## src/rtl/fft8_input_loader.sv

```systemverilog
// fft8_input_loader
// Input stage of the 8-point FFT. Serial complex samples arrive in natural
// order and are written bit-reversed into one half of a ping-pong buffer.
// A full half is then drained as eight first-stage butterfly operand sets.
// Each adjacent pair (2m, 2m+1) of the bit-reversed bank is issued twice:
// once with twiddle index 0 (a + W^0*b) and once with index 4 (a - W^0*b).
// One half loads while the other half issues.
//
// Ports:
//   clk, rst            clock (rising edge), synchronous active-high reset
//   in_valid/in_ready   sample handshake; in_data = {real[31:16], imag[15:0]}
//   out_valid/out_ready operand-set handshake toward the butterfly unit
//   out_num1, out_num2  operands a and b (b is multiplied by the twiddle)
//   out_twiddle_index   twiddle ROM index, 0 or 4 in this stage
//   out_last            high on the eighth issue of a frame
module fft8_input_loader #(
   parameter int DATA_W = 32,
   parameter int TW_W   = 3
) (
   input  logic              clk,
   input  logic              rst,
   input  logic              in_valid,
   output logic              in_ready,
   input  logic [DATA_W-1:0] in_data,
   output logic              out_valid,
   input  logic              out_ready,
   output logic [DATA_W-1:0] out_num1,
   output logic [DATA_W-1:0] out_num2,
   output logic [TW_W-1:0]   out_twiddle_index,
   output logic              out_last
);

   logic [DATA_W-1:0] mem [2][8];
   logic [1:0]        full;
   logic              wsel;
   logic              rsel;
   logic [2:0]        wcnt;
   logic [2:0]        icnt;
   logic [1:0]        m;
   logic              wr_en;
   logic              rd_en;

   function automatic logic [2:0] bitrev3(input logic [2:0] v);
      return {v[0], v[1], v[2]};
   endfunction

   assign in_ready  = !full[wsel] && !rst;
   assign out_valid = full[rsel];
   assign wr_en     = in_valid && in_ready;
   assign rd_en     = out_valid && out_ready;

   // wr_en needs the write bank empty and rd_en needs the read bank full,
   // so a simultaneous set and clear always land on different bits of full.
   always_ff @(posedge clk) begin
      if (rst) begin
         full <= 2'b00;
         wsel <= 1'b0;
         rsel <= 1'b0;
         wcnt <= 3'd0;
         icnt <= 3'd0;
      end else begin
         if (wr_en) begin
            if (wcnt == 3'd7) begin
               full[wsel] <= 1'b1;
               wsel       <= ~wsel;
            end
            wcnt <= wcnt + 3'd1;
         end
         if (rd_en) begin
            if (icnt == 3'd7) begin
               full[rsel] <= 1'b0;
               rsel       <= ~rsel;
            end
            icnt <= icnt + 3'd1;
         end
      end
   end

   // Bank contents are never cleared; the full flags alone decide validity.
   always_ff @(posedge clk) begin
      if (wr_en) begin
         mem[wsel][bitrev3(wcnt)] <= in_data;
      end
   end

   assign m                 = icnt[2:1];
   assign out_num1          = mem[rsel][{m, 1'b0}];
   assign out_num2          = mem[rsel][{m, 1'b1}];
   assign out_twiddle_index = icnt[0] ? TW_W'(4) : '0;
   assign out_last          = out_valid && (icnt == 3'd7);

endmodule
```

## config.mk

```make
export PLATFORM = sky130hd
export DESIGN_NAME = fft8_input_loader
export DESIGN_NICKNAME = d
export VERILOG_FILES = /design/src/rtl/fft8_input_loader.sv
export SDC_FILE = /design/constraint.sdc
export NUM_CORES = 1
export LEC_CHECK = 0
export BUFFER_PORTS_ARGS = -buffer_cell sky130_fd_sc_hd__clkbuf_2
export CAP_MARGIN = 20
export CORE_UTILIZATION = 55
export DETAILED_ROUTE_END_ITERATION = 10
export PLACE_DENSITY = 0.8
export SLEW_MARGIN = 10
export SYNTH_ARGS = -nofsm -noshare
export SYNTH_HDL_FRONTEND = slang
export SYNTH_SLANG_ARGS = --single-unit
```

## constraint.sdc

```tcl
create_clock -name clk -period 4.9 [get_ports clk]
set_clock_uncertainty 0.2 [all_clocks]
set_input_delay 0.735 -clock clk [delete_from_list [all_inputs] [get_ports clk]]
set_output_delay 0.735 -clock clk [all_outputs]
set_load 0.1 [all_outputs]
```

Word level (Yosys, flattened, before mapping)
Memory sizes are Yosys's and may differ from the RTL's. A register that Yosys moved wholly into a read port is not among the register bits.
Cells that the tools add are included.
W data, S select, Z words.

cells by class
  equal/unequal tests = 2
  magnitude comparators = 8
  add/sub/neg operators = 2
  bitwise logic cells = 8
  multiplexer cells = 26
  reduce and logical (&&, ||, !) cells = 11

operators by type and width
  cell                   number
  $mux W256              1
  $bmux W32 S3           2
  $mux W32               5
  $demux W32 S3          1
  $ge A4 B4 Y1 const B   3
  $not A3 Y4             3
  $mux W2                5
  $mux W1                9
  $logic_and A1 B1 Y1    7
  $add A3 B1 Y3 const B  2
  $eq A3 B3 Y1 const B   2
  $lt A1 B2 Y1 const B   2
  $lt A4 B1 Y1 const B   1
  $reduce_and A2 Y1      2
  $mux W3                1
  $and A2 B2 Y2          1
  $demux W1 S1           2
  $ge A1 B1 Y1 const B   2
  $logic_not A1 Y1       2
  $not A1 Y1             2
  $not A2 Y2             1
  $or A2 B2 Y2           1

storage, ports and cells
  memories = 1
  flip-flop bits (word level) = 10
  input bits = 36
  bits in writable memories = 512
  output and inout port bits = 70

memory list
  memory  depth  width  read ports  clocked after memory_dff  wr ports  line  RTL
  mem     2      256    1           1                         1         33    logic [DATA_W-1:0] mem [2][8];

Longest topological paths before layout
Gate-level depths: netlist (run 1).

  depth in word-level cells = 11
  gate-level depth with buffers = 5
  depth with buffers taken out = 5

Least setup slack after synthesis (run 1)
Ideal clock, no wire load.

  kind = input to register
  start point = input rst
  end point = memory mem[0][32] in the netlist's numbering, enable pin
  stages on the path = 4
  data arrival time = 3.551 ns
  buffers on the path = 1
  library setup time = 0.468 ns
  required time = 4.232 ns
  path slack = 0.682 ns
  cell sequence = buf_2 > nor2b_1 > nand2_1 > nor3b_1

between the ends
  cells in the longest elaborated chain, start to end = 5

RTL lines
  item                             line  RTL
  start, declared                  21    input logic rst,
  $logic_not A1 Y1                 47    assign in_ready = !full[wsel] && !rst;
  $logic_and A1 B1 Y1              47
  $logic_and A1 B1 Y1              49    assign wr_en = in_valid && in_ready;
  $mux W1                          81    if (wr_en) begin
  $mux W256 (not written as such)  82    mem[wsel][bitrev3(wcnt)] <= in_data;
  end, declared                    33

No other way between the ends.

==> results of run 1 <==
[layout by cell type (no fill, tap or decap), types with 5 or more instances in the layout]
cell | netlist | routed
ha_1 | 8 | 8
mux2_2 | 65 | 65
clkinv_1 | 0 | 16
edfxtp_1 | 512 | 512
clkinv_2 | 0 | 9
dfxtp_1 | 11 | 8
nand2_1 | 8 | 8
clkbuf_1 | 9 | 7
bufinv_16 | 0 | 5
nor2_1 | 5 | 5
inv_1 | 8 | 8
clkbuf_16 | 0 | 51
clkbuf_2 | 0 | 103
and3_2 | 0 | 12
buf_12 | 0 | 6
mux4_2 | 128 | 128
buf_4 | 6 | 11
o21ai_0 | 7 | 7
[registers in the layout (all words and copies together), names as in the netlist, named ones only]
register	cells
mem	512
icnt	3
wcnt	3
full	2
rsel	1
wsel	1
[cell type report]
class,count,area share [%]
Sequential cell,523,68.92
Multi-Input combinational cell,259,18.02
Clock buffer,58,5.752
Timing Repair Buffer,121,3.293
Tap cell,461,2.547
Clock inverter,34,1.337
Inverter,8,0.1326
[report_power, final]
group	switching (W)	internal, W	leakage (nW)
clock network	0.00159	0.00216	0.782
logic	0.000204	0.0000492	1.66
registers	0.00000865	0.00494	4.70
total	0.00181	0.00715	7.14
[critical path: stages, from the launching register on]
cell	delay (ns)
dfxtp_4	0.78
buf_12	0.40
mux4_2	0.58
mux2_2	0.33
clkbuf_2	0.38
[kinds of logic (layout without fill, tap and decap cells)]
| logic type | Yosys count | count (layout) | share of synthesized area (%) |
|---|---|---|---|
| mux | 196 | 196 | 18.28 |
| simple gates | 37 | 37 | 1.073 |
| other cells | 1 | 2 | 0.01881 |
| compound gates | 16 | 16 | 0.4581 |
| fa+ha+maj | 8 | 8 | 0.5020 |
| flops | 523 | 523 | 78.21 |
| buf+inv | 48 | 221 | 1.456 |
[through the flow]
step | total power (W) | instance area (um^2)
after global placement | 0.005281 | 20950
after global routing | 0.009170 | 22640
after detailed placement | 0.005292 | 20950
after CTS | 0.008985 | 22560
after floorplan | 0.005193 | 19940
final | 0.008956 | 22640
[per-layer routing]
metal  share of wire (%)  track usage, %
met1                  40           31.40
met2                  51           38.03
met3                 7.0           4.455
met4                 1.2           4.664
met5               0.027               0
[worst max-delay path by stage]
stage,start,to,depth (start not counted)
after floorplan,rst,mem[0][32],4
after CTS,flip-flop,out_num2[4],4
after global placement,flip-flop,out_num2[20],4
final,flip-flop,out_num2[4],4
after global routing,flip-flop,out_num2[4],4
after detailed placement,rst,mem[1][10],4
==> impl_metrics.env, run 1 <==
export IMPL_outcome="finished, violations left"
export IMPL_violations="design-rule violations"
export IMPL_hold_depth=3
export IMPL_dp_cells=1368
export IMPL_start_util_pct=55.92
export IMPL_cts_buffers=50
export IMPL_tns_ns=0
export IMPL_cts_resized=0
export IMPL_path_clk_slew_ns=0.06
export IMPL_grt_pass1_vias=9395
export IMPL_fmax_ghz=0.2495
export IMPL_grt_overflow=0
export IMPL_powerDensity_nw_per_um2=395.5
export IMPL_synth_ff_type="edfxtp_1"
export IMPL_finalMaxSlewViolations=0
export IMPL_critPathMaxFanout=40
export IMPL_diodes=0
export IMPL_r2r_start="wsel"
export IMPL_h_tree_depth=2
export IMPL_seq_area_um2=15610
export IMPL_syn_area_per_cell_um2=24.05
export IMPL_row_count=69
export IMPL_netlist_area_um2=19940
export IMPL_postCtsSetupRepairBufs=0
export IMPL_die_area_um2=37020
export IMPL_ys_ff_latch=523
export IMPL_cts_tree="done"
export IMPL_synth_top_area_share_pct=77.11
export IMPL_core_area_um2=35660
export IMPL_ys_top_cells_by_count="edfxtp_1 (512), mux4_2 (128), mux2_2 (65), and3_1 (12)"
export IMPL_arrival_ns=3.07
export IMPL_nNetsFinal=1007
export IMPL_place_ws_ns=1.346
export IMPL_viasPerCell=6.165
export IMPL_final_setup_viol_count=0
export IMPL_min_delay_start="out_ready"
export IMPL_grt_max_degree=67
export IMPL_cap_violations=0
export IMPL_drt_iter0_markers=1030
export IMPL_setup_ws_ns=0.8924
export IMPL_rsz0062_at_grt="no"
export IMPL_ir_worst_vdd_v=0.0002417
export IMPL_async_reset_ff_share_pct=0
export IMPL_grt_pass1_wl_um=59700
export IMPL_p_leak_nw=7.143
export IMPL_pin_count=106
export IMPL_syn_inst=829
export IMPL_slew_headroom_pct=23.33
export IMPL_synth_warnings=0
export IMPL_final_cells=1464
export IMPL_tightest_slew_ns=1.135
export IMPL_cts_hold_buf=0
export IMPL_postLayoutCoreUtil_pct=63.51
export IMPL_period_share_pct=81.79
export IMPL_hold_violations=0
export IMPL_die_y_um=192.4
export IMPL_worstSetupStartpointType="flip-flop"
export IMPL_hpwl_um=20700
export IMPL_seq_area_frac_synth_pct=78.21
export IMPL_worstPathRequired_ns=3.96
export IMPL_post_synth_top_count_cell="edfxtp_1"
export IMPL_synth_enable_flop_cells=512
export IMPL_drtAntennaViolNets=0
export IMPL_yosys_area_top_type="edfxtp_1"
export IMPL_reg2reg_to="mem[1][22]"
export IMPL_drive_gt1_share_pct=40.08
export IMPL_port_buffers=103
export IMPL_clk_latency_ns=0.56
export IMPL_n_fill_cell=2283
export IMPL_gp_congestion=0.7113
export IMPL_cp_end_kind="primary output"
export IMPL_dr_total_vias=9025
export IMPL_cts_root_buf="clkbuf_16"
export IMPL_die_w_um=192.4
export IMPL_crit_type="reg -> out"
export IMPL_wire_per_inst_um=27.84
export IMPL_drc_errors=16
export IMPL_clockBufferDepth=3
export IMPL_drt_wl_total_um=40750
export IMPL_synthTopCellsByArea="edfxtp_1 (77%), mux4_2 (14%), mux2_2 (3.7%)"
export IMPL_grt_usage_pct=22.72
export IMPL_first_pass_iters=8
export IMPL_fin_hold_ws_ns=0.2742
export IMPL_multi_input_area_um2=4080
export IMPL_syn_to_final_growth_pct=13.57
export IMPL_min_path_type="in -> reg"
export IMPL_cts_sink_count=523
export IMPL_whs_endpoint="icnt[1]"
export IMPL_synth_cell_types=30
export IMPL_reg2reg_slack_ns=1.73
export IMPL_r2r_cells=3
export IMPL_antenna_found_initial=1
export IMPL_fin_crit_ns=4.008
No activity file was read; power rests on OpenSTA's default activity.
==> run 2: changes to the inputs <==
--- a/config.mk
+++ b/config.mk
@@ -9,7 +9,7 @@
 export CAP_MARGIN = 20
 export CORE_UTILIZATION = 55
 export DETAILED_ROUTE_END_ITERATION = 10
-export PLACE_DENSITY = 0.8
+export PLACE_DENSITY = 0.83
 export SLEW_MARGIN = 10
 export SYNTH_ARGS = -nofsm -noshare
 export SYNTH_HDL_FRONTEND = slang
==> constraint.sdc (replaced) <==
create_clock -name clk -period 3.4 [get_ports clk]
set_clock_uncertainty 0.2 [all_clocks]
set_input_delay 0.51 -clock clk [delete_from_list [all_inputs] [get_ports clk]]
set_output_delay 0.51 -clock clk [all_outputs]
set_load 0.1 [all_outputs]
==> run 2 against run 1 <==
The flow still finishes with violations (design-rule violations). Clock power increased by 43%. Critical endpoint is now out_num2[1]. Design area increased by 3.1%. Via count up 2.8%. Largest power group unchanged. Setup slack lost 0.75 ns. Worst hold slack worse by 0.20 ns. Die area unchanged. Cell count rose by 1.2%. Critical path depth increased by 1. Power up 44%.
==> impl_metrics.env, run 2 (synthesis results as in run 1) <==
export IMPL_outcome="finished, violations left"
export IMPL_violations="design-rule violations"
export IMPL_largest_reg_flops=512
export IMPL_worstPathRequired_ns=2.69
export IMPL_period_share_pct=95.67
export IMPL_grt_overflow=0
export IMPL_top_register="mem"
export IMPL_slew_headroom_pct=57.23
export IMPL_grt_usage_pct=24.29
export IMPL_fin_crit_ns=3.253
export IMPL_p_leak_nw=7.407
export IMPL_top_usage_layer="met2"
export IMPL_worstSetupStartpointType="flip-flop"
export IMPL_grtUsageMet2_pct=41.45
export IMPL_powerDensity_nw_per_um2=552.1
export IMPL_hpwl_um=23210
export IMPL_postLayoutCoreUtil_pct=65.46
export IMPL_drtAntennaViolNets=0
export IMPL_grt_max_degree=46
export IMPL_min_delay_start="out_ready"
export IMPL_r2r_cells=3
export IMPL_diodes=0
export IMPL_cp_end_kind="primary output"
export IMPL_crit_type="reg -> out"
export IMPL_cts_buffers=50
export IMPL_first_pass_iters=8
export IMPL_port_buffers=103
export IMPL_tns_ns=0
export IMPL_h_tree_depth=2
export IMPL_die_area_um2=37020
export IMPL_die_w_um=192.4
export IMPL_clk_latency_ns=0.55
export IMPL_viasPerCell=6.266
export IMPL_cts_sink_count=523
export IMPL_clockBufferDepth=3
export IMPL_r2r_start="wsel"
export IMPL_gp_congestion=0.7503
export IMPL_grtUsageMet1_pct=31.97
export IMPL_hold_depth=3
export IMPL_cts_tree="done"
export IMPL_die_y_um=192.4
export IMPL_nNetsFinal=1026
export IMPL_min_path_type="in -> reg"
export IMPL_reg2reg_to="mem[0][92]"
export IMPL_n_fill_cell=2166
export IMPL_start_util_pct=55.92
export IMPL_syn_to_final_growth_pct=17.05
export IMPL_grt_pass1_vias=9815
export IMPL_met3_usage_pct=4.255
export IMPL_rsz0062_at_grt="no"
export IMPL_finalMaxSlewViolations=0
export IMPL_ir_worst_vdd_v=0.0003827
export IMPL_tightest_slew_ns=0.6415
export IMPL_final_cell_mix="edfxtp_1 (512), mux4_2 (128), clkbuf_2 (77), mux2_2 (65), clkbuf_16 (52)"
export IMPL_fmax_ghz=0.3074
export IMPL_pin_count=106
export IMPL_row_count=69
export IMPL_antenna_found_initial=1
export IMPL_drt_iter0_markers=862
export IMPL_core_area_um2=35660
export IMPL_cts_root_buf="clkbuf_16"
export IMPL_final_common_cell="edfxtp_1"
export IMPL_largest_registers="mem x512, icnt x3, wcnt x3"
export IMPL_cap_violations=0
export IMPL_drc_errors=18
export IMPL_path_clk_slew_ns=0.06
export IMPL_grt_pass1_wl_um=63510
export IMPL_wire_per_inst_um=29.24
export IMPL_reg2reg_slack_ns=0.96
export IMPL_final_setup_viol_count=0
export IMPL_drt_wl_total_um=43310
export IMPL_dr_total_vias=9280
export IMPL_critPathMaxFanout=22
export IMPL_whs_endpoint="icnt[1]"
export IMPL_arrival_ns=2.54
export IMPL_drive_gt1_share_pct=41.37
export IMPL_hold_violations=0
==> run 2: cell types whose count changed in the layout (fill, tap and decap cells not counted), moves of 3 or more <==
cell | before | now
buf_12 | 6 | 47
buf_4 | 11 | 14
clkbuf_2 | 103 | 77
clkinv_1 | 16 | 12
==> run 2: what timing repair did <==
item / CTS / global route
hold buffers: 0 / 0
buffers inserted: 4 / 1
endpoints found under the setup margin: 17 / 3
gates resized for setup: 1 / 0
==> run 2: cell type report <==
type	instances	area [um^2]	share of cell area, %
Inverter	8	30.03	0.1287
Sequential cell	523	15610	66.87
Clock buffer	60	1331	5.704
Timing Repair Buffer	140	1454	6.230
Tap cell	461	576.8	2.471
Multi-Input combinational cell	259	4086	17.51
Clock inverter	30	254.0	1.088
==> run 2: worst max-delay path by stage <==
| stage | to | slack, ns | depth (start not counted) |
|---|---|---|---|
| after floorplan | mem[0][32] | 0.52 | 4 |
| after global placement | out_num1[20] | 0.58 | 5 |
| after detailed placement | out_num1[23] | 0.54 | 5 |
| after CTS | out_num2[22] | 0.02 | 4 |
| after global routing | out_num1[19] | 0.06 | 5 |
| final | out_num2[1] | 0.15 | 5 |
==> run 2: routing by layer <==
metal,share of wire (%),up-vias
met3,8.4,83
met5,0.032,-
met4,2.6,2
met2,52,510
met1,37,4869
li1,-,3816
==> run 2: worst max-delay path, cell delays in order, from the launching register on <==
cell and delay (ns):
dfxtp_4 0.41, buf_12 0.13, buf_12 0.20, mux4_2 0.55, mux2_2 0.30, clkbuf_2 0.37
==> run 2: power by group <==
part	switching [W]	internal [W]	total (W)
clock network	0.00233	0.00303	0.00536
registers	0.0000139	0.00711	0.00713
logic	0.000302	0.0000968	0.000399
total	0.00265	0.0102	0.0129
==> run 2: per-stage QoR <==
step / hold WS, ns / cell area, um^2 / instances / total power (W) / setup slack, ns
6_report: 0.07874 / 23340 / 1481 / 0.01289 / 0.1474
5_1_grt: 0.09070 / 23340 / 1481 / 0.01319 / 0.06068
4_1_cts: 0.05931 / 23330 / 1480 / 0.01295 / 0.02497
3_5_place_dp: 0.3039 / 21680 / 1386 / 0.007658 / 0.5367
3_3_place_gp: 0.2959 / 21680 / 1386 / 0.007641 / 0.5762
2_1_floorplan: 0.2756 / 19950 / 830 / 0.007484 / 0.5245
==> run 3: changes to the inputs <==
--- a/config.mk
+++ b/config.mk
@@ -14,3 +14,4 @@
 export SYNTH_ARGS = -nofsm -noshare
 export SYNTH_HDL_FRONTEND = slang
 export SYNTH_SLANG_ARGS = --single-unit
+export TNS_END_PERCENT = 10
==> constraint.sdc (replaced) <==
create_clock -name clk -period 2.6 [get_ports clk]
set_clock_uncertainty 0.2 [all_clocks]
set_input_delay 0.39 -clock clk [delete_from_list [all_inputs] [get_ports clk]]
set_output_delay 0.39 -clock clk [all_outputs]
set_load 0.1 [all_outputs]
==> run 3 against run 2 <==
Largest cell class unchanged. Largest power group unchanged. Clock power is 24% higher. Sequential power is 31% higher. Design area is 5.2% higher. Critical path depth stayed put. Routed wire length is 8.6% higher. The run ends with design-rule violations, negative setup slack left.
==> impl_metrics.env, run 3 (synthesis results as in run 1) <==
export IMPL_cts_root_buf="clkbuf_16"
export IMPL_grt_max_degree=33
export IMPL_largest_reg_flops=512
export IMPL_final_common_cell="edfxtp_1"
export IMPL_rsz0062_at_grt="yes"
export IMPL_critPathMaxFanout=10
export IMPL_min_delay_start="in_valid"
export IMPL_min_path_type="in -> reg"
export IMPL_nNetsFinal=1045
export IMPL_worstSetupStartpointType="flip-flop"
export IMPL_cts_buffers=49
export IMPL_dr_total_vias=9525
export IMPL_drive_gt1_share_pct=41.96
export IMPL_drtAntennaViolNets=0
export IMPL_clk_latency_ns=0.55
export IMPL_drt_wl_total_um=47050
export IMPL_start_util_pct=55.92
export IMPL_grt_usage_pct=24.89
export IMPL_path_clk_slew_ns=0.06
export IMPL_p_leak_nw=7.921
export IMPL_r2r_cells=4
export IMPL_reg2reg_slack_ns=0.40
export IMPL_cp_end_kind="primary output"
export IMPL_fmax_ghz=0.3375
export IMPL_setup_ws_ns=-0.3629
export IMPL_postLayoutCoreUtil_pct=68.83
export IMPL_gp_congestion=0.7073
export IMPL_seq_area_um2=15610
export IMPL_final_setup_viol_count=65
export IMPL_final_area_um2=24540
export IMPL_tightest_slew_ns=0.5945
export IMPL_finalMaxSlewViolations=0
export IMPL_largest_registers="mem x512, icnt x3, wcnt x3"
export IMPL_drc_errors=4
export IMPL_h_tree_depth=2
export IMPL_syn_to_final_growth_pct=23.08
export IMPL_port_buffers=103
export IMPL_first_pass_iters=8
export IMPL_period_share_pct=114.0
export IMPL_wire_per_inst_um=31.51
export IMPL_ir_worst_vdd_v=0.0005437
export IMPL_crit_type="reg -> out"
export IMPL_hold_violations=0
export IMPL_die_w_um=192.4
export IMPL_drt_iter0_markers=1187
export IMPL_worstPathRequired_ns=2.01
export IMPL_place_ws_ns=0.1629
export IMPL_cts_sink_count=523
export IMPL_arrival_ns=2.37
export IMPL_postPlaceCellArea_um2=22440
export IMPL_grt_pass1_vias=9938
export IMPL_grt_overflow=0
export IMPL_multi_input_area_um2=4340
export IMPL_powerDensity_nw_per_um2=674.6
export IMPL_cts_tree="done"
export IMPL_pin_count=106
export IMPL_clockBufferDepth=3
export IMPL_core_area_um2=35660
export IMPL_viasPerCell=6.380
export IMPL_fin_crit_ns=2.963
export IMPL_violations="design-rule violations, negative setup slack"
export IMPL_die_y_um=192.4
export IMPL_r2r_start="wsel"
export IMPL_die_area_um2=37020
export IMPL_final_cell_mix="edfxtp_1 (512), mux4_2 (128), buf_12 (91), clkbuf_16 (59), mux2_4 (58)"
export IMPL_n_fill_cell=2032
export IMPL_top_register="mem"
export IMPL_grt_pass1_wl_um=64480
export IMPL_crit_end="out_num2[15]"
export IMPL_antenna_found_initial=0
export IMPL_diodes=0
export IMPL_reg2reg_to="mem[1][199]"
export IMPL_cap_violations=0
export IMPL_row_count=69
export IMPL_outcome="finished, violations left"
export IMPL_hpwl_um=22760
export IMPL_slew_headroom_pct=60.26
[run 3: cell types whose count changed in the layout (fill, tap and decap cells not counted), sizes merged]
cell         previous run  this run
dlygate4sd3             0         2
clkinv                 24        15
bufinv                  3         2
inv                     9         8
buf                    63       111
clkinvlp                2         0
clkbuf                137       112
[run 3: worst max-delay path, stage by stage, from the launching register on]
cell and delay, ns:
dfxtp_4 0.41, buf_12 0.18, clkbuf_16 0.21, mux4_2 0.53, mux2_4 0.30, buf_12 0.17
[run 3: layer usage]
metal / track usage (%) / share of wire [%] / up-vias
met5: 0 / 0 / -
met4: 7.147 / 2.6 / 0
met3: 4.346 / 8.1 / 87
met2: 43.68 / 53 / 590
met1: 31.98 / 36 / 4990
li1: - / - / 3858
[run 3: repair_timing]
action / CTS / global route
hold buffers: 2 / 0
resized for setup: 42 / 34
gates cloned: 2 / 9
endpoints found under the hold margin: 3 / 0
setup buffers: 2 / 2
endpoints found under the setup margin: 66 / 67
[run 3: per-stage QoR]
stage / cells / power [W] / setup TNS [ns] / hold slack, ns
final: 1493 / 0.01655 / -19.40 / 0.01864
after global routing: 1493 / 0.01696 / -22.67 / 0.05560
after CTS: 1482 / 0.01657 / -22.89 / 0.01233
after detailed placement: 1394 / 0.01007 / 0 / 0.3150
after global placement: 1394 / 0.01005 / 0 / 0.2970
after floorplan: 830 / 0.009788 / -7.973 / 0.2756
[run 3: how the worst min path moves through the flow]
stage                     endpoint  slack, ns  cells past startpoint
after detailed placement   icnt[0]       0.31                      2
after global placement     icnt[0]       0.30                      2
after CTS                     wsel       0.01                      4
after floorplan            icnt[0]       0.28                      2
after global routing          wsel       0.06                      4
final                         wsel       0.02                      4
[run 3: layout make-up]
type                       count  area share (%)
tap                          461           2.350
clock buffer                  65           5.328
timing repair buffer         160           10.35
sequential                   523           63.60
inverter                       8          0.1224
clock inverter                17          0.5608
multi-input combinational    259           17.69
[run 3: where the power goes]
| part | switching, W | total (W) | internal, W |
|---|---|---|---|
| Combinational | 0.000408 | 0.000597 | 0.000188 |
| Sequential | 0.0000182 | 0.00932 | 0.00930 |
| Clock | 0.00293 | 0.00664 | 0.00371 |
| Total | 0.00336 | 0.0166 | 0.0132 |
